File: src/rtl/finv_pkg.sv
// Shared definitions for the finv arbiter: default sizing and the tag that
// travels alongside each operation through the shared finv pipeline.
package finv_pkg;

  localparam int unsigned FINV_LAT_DEF = 4;  // finv pipeline latency (edges)
  localparam int unsigned NREQ_DEF     = 2;  // requesters sharing one finv
  localparam int unsigned MAX_OUT_DEF  = 4;  // in-flight ops per requester
  localparam int unsigned TAG_ID_W     = 8;  // room for up to 256 requesters

  // Operation tag: valid marks a real operation, id names its requester.
  typedef struct packed {
    logic                valid;
    logic [TAG_ID_W-1:0] id;
  } finv_tag_t;

endpackage

File: src/rtl/finv_tag_pipe.sv
// Fixed-depth shift register of operation tags with synchronous clear.
// Ports:
//   clk    clock, rising edge
//   clr_i  synchronous clear of every stage (active-high)
//   tag_i  tag entering stage 0
//   tag_o  tag leaving the last stage
module finv_tag_pipe
  import finv_pkg::*;
#(
  parameter int unsigned DEPTH = FINV_LAT_DEF
) (
  input  logic      clk,
  input  logic      clr_i,
  input  finv_tag_t tag_i,
  output finv_tag_t tag_o
);

  finv_tag_t stage_q [DEPTH];

  // Shift one stage per edge; clear drops every tag in flight.
  always_ff @(posedge clk) begin
    if (clr_i) begin
      for (int unsigned i = 0; i < DEPTH; i++) stage_q[i] <= '0;
    end else begin
      stage_q[0] <= tag_i;
      for (int unsigned i = 1; i < DEPTH; i++) stage_q[i] <= stage_q[i-1];
    end
  end

  assign tag_o = stage_q[DEPTH-1];

endmodule

File: src/rtl/finv_arb.sv
// Round-robin arbiter sharing one pipelined finv unit among NREQ requesters,
// with a per-requester credit limit and tag-based response routing.
// Ports:
//   clk         clock, rising edge
//   rst         synchronous reset, active-high
//   req_valid   per-requester operation request
//   req_x       per-requester single-precision operand
//   req_ready   per-requester accept (one-hot grant, combinational)
//   finv_x      registered operand to the shared finv
//   finv_y      result from the shared finv
//   resp_valid  one-hot completion pulse
//   resp_y      result, meaningful while resp_valid is non-zero
module finv_arb
  import finv_pkg::*;
#(
  parameter int unsigned NREQ     = NREQ_DEF,
  parameter int unsigned FINV_LAT = FINV_LAT_DEF,
  parameter int unsigned MAX_OUT  = MAX_OUT_DEF
) (
  input  logic                 clk,
  input  logic                 rst,
  input  logic [NREQ-1:0]      req_valid,
  input  logic [NREQ-1:0][31:0] req_x,
  output logic [NREQ-1:0]      req_ready,
  output logic [31:0]          finv_x,
  input  logic [31:0]          finv_y,
  output logic [NREQ-1:0]      resp_valid,
  output logic [31:0]          resp_y
);

  localparam int unsigned IDW   = (NREQ > 1) ? $clog2(NREQ) : 1;
  localparam int unsigned CNT_W = $clog2(MAX_OUT + 1);

  logic [IDW-1:0]             rr_q, rr_d;
  logic [IDW-1:0]             grant_id;
  logic                       grant_vld;
  logic [NREQ-1:0]            eligible;
  logic [NREQ-1:0][CNT_W-1:0] cnt_q, cnt_d;
  logic [31:0]                finv_x_q;
  finv_tag_t                  tag_d, tag_q, tag_out;
  int unsigned                idx;

  // Response routing: the tag leaving the pipe lines up with finv_y.
  assign resp_valid = (tag_out.valid && !rst) ? (NREQ'(1) << tag_out.id) : '0;
  assign resp_y     = finv_y;
  assign finv_x     = finv_x_q;

  // A requester at its credit limit regains eligibility in its retire cycle.
  always_comb begin
    eligible = '0;
    for (int unsigned i = 0; i < NREQ; i++) begin
      eligible[IDW'(i)] = req_valid[IDW'(i)] && !rst &&
                          ((cnt_q[IDW'(i)] < CNT_W'(MAX_OUT)) || resp_valid[IDW'(i)]);
    end
  end

  // Round-robin pick: first eligible requester at or after rr_q.
  always_comb begin
    grant_vld = 1'b0;
    grant_id  = '0;
    idx       = 0;
    for (int unsigned off = 0; off < NREQ; off++) begin
      idx = (32'(rr_q) + off) % NREQ;
      if (!grant_vld && eligible[IDW'(idx)]) begin
        grant_vld = 1'b1;
        grant_id  = IDW'(idx);
      end
    end
  end

  assign req_ready = grant_vld ? (NREQ'(1) << grant_id) : '0;

  // Pointer and credit next-state; accept plus retire on one requester cancels.
  always_comb begin
    rr_d  = rr_q;
    cnt_d = cnt_q;
    tag_d = '{valid: grant_vld, id: TAG_ID_W'(grant_id)};
    if (grant_vld) begin
      rr_d = (32'(grant_id) == NREQ - 1) ? '0 : grant_id + IDW'(1);
    end
    for (int unsigned i = 0; i < NREQ; i++) begin
      if (req_ready[IDW'(i)] && !resp_valid[IDW'(i)]) begin
        cnt_d[IDW'(i)] = cnt_q[IDW'(i)] + CNT_W'(1);
      end else if (!req_ready[IDW'(i)] && resp_valid[IDW'(i)]) begin
        cnt_d[IDW'(i)] = cnt_q[IDW'(i)] - CNT_W'(1);
      end
    end
  end

  // State registers; tag_q shadows finv_x so the pipe matches finv's depth.
  always_ff @(posedge clk) begin
    if (rst) begin
      rr_q     <= '0;
      cnt_q    <= '0;
      finv_x_q <= '0;
      tag_q    <= '0;
    end else begin
      rr_q  <= rr_d;
      cnt_q <= cnt_d;
      tag_q <= tag_d;
      if (grant_vld) finv_x_q <= req_x[grant_id];
    end
  end

  finv_tag_pipe #(
    .DEPTH (FINV_LAT)
  ) u_tag_pipe (
    .clk   (clk),
    .clr_i (rst),
    .tag_i (tag_q),
    .tag_o (tag_out)
  );

endmodule

File: config.mk
export PLATFORM = sky130hd
export DESIGN_NAME = finv_arb
export DESIGN_NICKNAME = d
export VERILOG_FILES = /design/src/rtl/finv_pkg.sv /design/src/rtl/finv_tag_pipe.sv /design/src/rtl/finv_arb.sv
export SDC_FILE = /design/constraint.sdc
export NUM_CORES = 1
export LEC_CHECK = 0
export ABC_CLOCK_PERIOD_IN_PS = 3400
export BUFFER_PORTS_ARGS = -buffer_cell sky130_fd_sc_hd__buf_4
export CAP_MARGIN = 0
export CORE_UTILIZATION = 27
export CTS_BUF_LIST = sky130_fd_sc_hd__clkbuf_8
export DETAILED_ROUTE_END_ITERATION = 10
export GPL_ROUTABILITY_DRIVEN = 0
export GPL_TIMING_DRIVEN = 0
export SLEW_MARGIN = 15
export SYNTH_ARGS = -nofsm -noshare
export SYNTH_HDL_FRONTEND = slang
export SYNTH_HIERARCHICAL = 1
export SYNTH_SLANG_ARGS = --single-unit
File: constraint.sdc
create_clock -name clk -period 3.4 [get_ports clk]
set_input_delay 0.51 -clock clk [delete_from_list [all_inputs] [get_ports clk]]
set_output_delay 0.51 -clock clk [all_outputs]
set_load 0.02 [all_outputs]
Yosys cells after proc, flatten, opt, wreduce, memory -nomap -nowiden --
Memories as Yosys holds them, arrays and structs flattened. Index checks and enable logic that the tools add are counted.
Word-level totals: bits in registers 48, RAM bits 36, input port bits 100, output and inout port bits 68, logic and storage cells 69, memories kept 1
Memory list:
- u_tag_pipe.stage_q | depth 4, bits a word 9, read ports 4, clocked after memory_dff 0, write ports 4, line finv_tag_pipe.sv:18 | finv_tag_t stage_q [DEPTH];
Operators by class: mux-type cells 24, shifts and indexed selects 2, reduce and logical (&&, ||, !) cells 20, bitwise logic cells 4, add/sub/neg operators 6, $lt $le $gt $ge 5
Operators with widths (number):
- 32-bit 2-to-1 mux | 2
- 9-bit 2-to-1 mux | 4
- 1-bit 2-to-1 mux | 12
- 3-bit 2-to-1 mux | 4
- 1-bit logical AND | 10
- 1-bit by 8-bit left shift with 2-bit output (first input constant) | 1
- 3-bit by 1-bit adder with 3-bit output (second input constant) | 2
- 1-bit zero test | 6
- 1-bit by 2-bit < comparator with 1-bit output (second input constant) | 3
- 3-bit < comparator (second input constant) | 2
- 3-bit by 1-bit subtractor with 3-bit output (second input constant) | 2
- 2-bit 2-to-1 mux | 2
- 1-bit bitwise OR | 4
- 2-bit nonzero test | 2
- 1-bit adder (second input constant) | 2
- 1-bit logical OR | 2
- 1-bit by 1-bit left shift with 2-bit output (first input constant) | 1

Depth between registers and ports, before layout --
word-level depth 17, gate-level depth with buffers 12, depth with buffers taken out 10

By module --
The synthesis kept the hierarchy.
Modules (own cells, without submodules):
- finv_arb | cells each 278, seq. area each 820.8 um^2, area an instance 2397.3 um^2, times used 1
- finv_tag_pipe | cells each 75, seq. area each 720.7 um^2, area an instance 994.7 um^2, times used 1

Least setup slack after synthesis --
Ideal clock, no wire load.
path type reg2reg, start memory u_tag_pipe/stage_q[3][7] in the netlist's numbering, end register cnt_q[2] in the netlist's numbering, arrival 3.014 ns, data required time 3.330 ns, stages on the path, launching flop included 13, slack 0.316 ns, clock period less this slack 3.084 ns, path buffers 2, library setup time 0.070 ns, cell sequence dfxtp_1 -> nor4b_2 -> a31oi_1 -> and2_1 -> buf_4 -> buf_4 -> nor2_1 -> ha_1 -> inv_1 -> fa_1 -> xor2_1 -> or3_1 -> a21oi_1
RTL lines:
- from (decl) | line finv_tag_pipe.sv:18
- to (signal assigned) | line finv_arb.sv:99 | cnt_q <= cnt_d;
- to (decl) | line finv_arb.sv:38 | logic [NREQ-1:0][CNT_W-1:0] cnt_q, cnt_d;

==> impl_metrics.ini <==
[grt]
via_count_of_the_first_global_routing_pass = 2930
grt_first_pass_wirelength_um = 13700
maximum_number_of_pins_on_one_net_before_global_route_repair = 15
grt_util_all_layers = 0.136
grt_overflow_total = 0
antenna_found_initial = 0

[clock_network]
cts_hold_buf = 0
clockBufferDepth = 2
tritoncts = done
cts_root_buf = clkbuf_8
cts_h_tree_lvls = 3
clock-sinks = 77
numCtsBuffers = 9
worst_skew_pair.late_latency_ns = 0.34
clk_pin_slew_worst_paths_ns = 0.08

[placed_design]
dp.cells = 662
port_buffers = 135
hpwl_reported_at_the_end_of_detailed_placement_um = 6660

[synth]
yosysUniqueCellTypes = 39
async_reset_ff_frac = 0
synthesized_cell_area_sq_um = 3390
ys.warnings.count = 6
synthTopCellsByArea = dfxtp_1 45%, nand3_1 9.6%, buf_4 7.7%
netlist_top_cells_count = 77 x dfxtp_1, 65 x nand3_1, 37 x inv_1
synth_top_area_share = 0.454
edff_count_synth = 0
top_reg_cell_synth = dfxtp_1
yosysTopAreaCell = dfxtp_1
yosys_register_bits = 77
post-synth-top-count-cell = dfxtp_1
average_instance_area_after_synthesis_sq_um = 9.61
post_synth_inst_count = 353
ys_seq_area_frac = 0.454

[layout]
n_fill_cell = 1236
n_diodes = 0
stdcell_count = 677
share_of_layout_cells_above_drive_strength_1 = 0.424
register_area_sq_um = 1540
fin_nets = 608
multi_input_area_sq_um = 1380
syn2layout_area_growth_pct = 42.6

[worst_setup_path]
critPathRequiredTime_ns = 3.67
worstPathMaxFanout = 11
worst_path_max_delay_cell = or4_4
timing.critical_path.to_type = flop
launch_point_of_the_worst_reg_to_reg_path = u_tag_pipe/stage_q[3][5]
regToRegEndpoint = cnt_q[5]
worst-path-buf-inv = 3
cp_cell_sequence = or4_4, o32ai_4, and2_1, buf_4, buf_4, ha_1, inv_1, fa_1, xor2_1, or3_1, a21oi_1
r2r_cells = 11
critical_path.most_common_cell = buf_4
critPathLaunchType = flop
crit_path_max_incr_delay_ns = 0.57
timing_startpoint_of_the_critical_path = u_tag_pipe/stage_q[3][5]
arrival_ns = 3.44
critPathKind = reg -> reg
cp.depth = 11
critPathTopFamily = simple AND/OR/NAND/NOR gates
r2r_slack_ns = 0.23

[sta]
final.setup_skew_ns = 0.0127
max_slew.worst_pin.slew_ns = 0.725
finalSetupTns_ns = 0
rsz_0062_raised_after_global_routing = false
drv_slew = 0
fin_crit_sh = 0.933
min_period_ns = 3.17
finalHoldViolations = 0
timing.final.setup_violations = 0
clock.fmax_mhz = 315
worst_slew_margin_rel = 0.517

[drt]
firstDrtPassIters = 4
post_drt_wl_per_cell_um = 12.9
initial_drt_markers = 97
routed_via_density = 4.43
drt_drc_violations_left = 0
detailroute.via_count = 2996
route.final.wire_length_um = 8730
postRouteAntennaNets = 0

[worst_hold_path]
hold_path.class = in -> reg
hold-path-cell-count = 3
min-delay-start = req_x[55]
hold_path_end = finv_x[23]

[floorplan]
floorplan.rows = 40
chipWidth_um = 114
floorplan.initialDensity = 0.280
dieHeight_um = 114
dieArea_sq_um = 13000
fp.coreArea_sq_um = 12100
i_o_pin_cnt = 168

[pwr]
pwr_density_cell_nw_per_um2 = 445
peak_vdd_ir_uv = 141
leakage_nw = 2.23

[status]
run_status = finished clean

[job]
drv.max_cap_violation_count = 0
==> cells in the final DEF, fill, tap and decap left out, types with 2 or more instances in the layout <==
cell        count
nor2b_1        30
dfxtp_1        77
buf_6           4
buf_4         170
o311ai_2       10
conb_1          7
clkbuf_8       10
nor3b_1         2
nand3_1        65
and2_1          2
xor2_1          4
or3_1           3
o21ai_0         2
fa_1            2
a21oi_1         3
clkinvlp_4      3
mux2i_1         2
o311ai_1       22
clkbuf_1       15
nand2b_1        5
ha_1            2
inv_1          38
and2b_2         6
nor2_1          5
==> tightest hold or removal path: stages <==
cell      delay [ns]
buf_4           0.08
nand3_1         0.05
o311ai_1        0.06
==> layout make-up <==
class | count | area share
repair buffers | 135 | 0.210
inverters | 38 | 0.0295
multi-input cells | 188 | 0.286
plain buffers | 55 | 0.0763
flip-flops and latches | 77 | 0.319
clock inverters | 6 | 0.00828
well taps | 168 | 0.0435
clock buffers | 10 | 0.0285
==> worst max-delay path by stage <==
| stage | to | slack (ns) |
|---|---|---|
| after global placement | cnt_q[2] | 0.14 |
| after detailed placement | cnt_q[2] | 0.08 |
| after global routing | cnt_q[2] | 0.03 |
| final | cnt_q[5] | 0.23 |
| after CTS | cnt_q[2] | 0.12 |
| after floorplan | cnt_q[2] | 0.32 |
==> logic make-up (layout without fill, tap and decap cells) <==
family / Yosys count / after routing / share of synthesized area
xor+xnor: 4 / 4 / 0.0103
simple gates: 127 / 127 / 0.222
compound gates: 43 / 43 / 0.132
flops: 77 / 77 / 0.454
mux: 3 / 3 / 0.00922
other cells: 1 / 7 / 0.00111
fa+ha+maj: 4 / 4 / 0.0192
buf+inv: 94 / 244 / 0.152
==> report_power, final <==
part           total, mW  internal (mW)  switching, mW  leakage [nW]
combinational      0.519          0.250          0.269          1.51
clock              0.615          0.282          0.333        0.0857
sequential          1.02          0.976         0.0402         0.634
==> routing by layer <==
layer  part of all wire  wire length (um)  GRT usage
met3              0.063               549     0.0371
met1               0.40              3530      0.148
met2               0.52              4530      0.255
met4              0.014               123     0.0424
met5                  0                 0          0
==> registers in the layout, indices dropped and copies added (netlist names) <==
name	flops
u_tag_pipe/stage_q	36
finv_x	32
cnt_q	6
tag_q	2
rr_q	1
==> metrics by stage <==
stage	utilization	power, mW	setup WS [ns]	hold WS (ns)	instance area (sq um)
detailed placement	0.383	1.56	0.0765	0.421	4640
global placement	0.383	1.55	0.145	0.417	4640
CTS	0.398	2.18	0.119	0.368	4820
floorplan	-	1.33	0.316	0.414	3410
finish	0.399	2.15	0.228	0.388	4840
global route	0.399	2.27	0.0258	0.366	4840
==> what timing repair did <==
action                                  in CTS  in global routing
gates resized for setup                      0                  3
buffers inserted                             0                  0
endpoints found under the hold margin        0                  0
endpoints found under the setup margin       0                  1
Note: power is estimated with default switching activity, not from simulation.
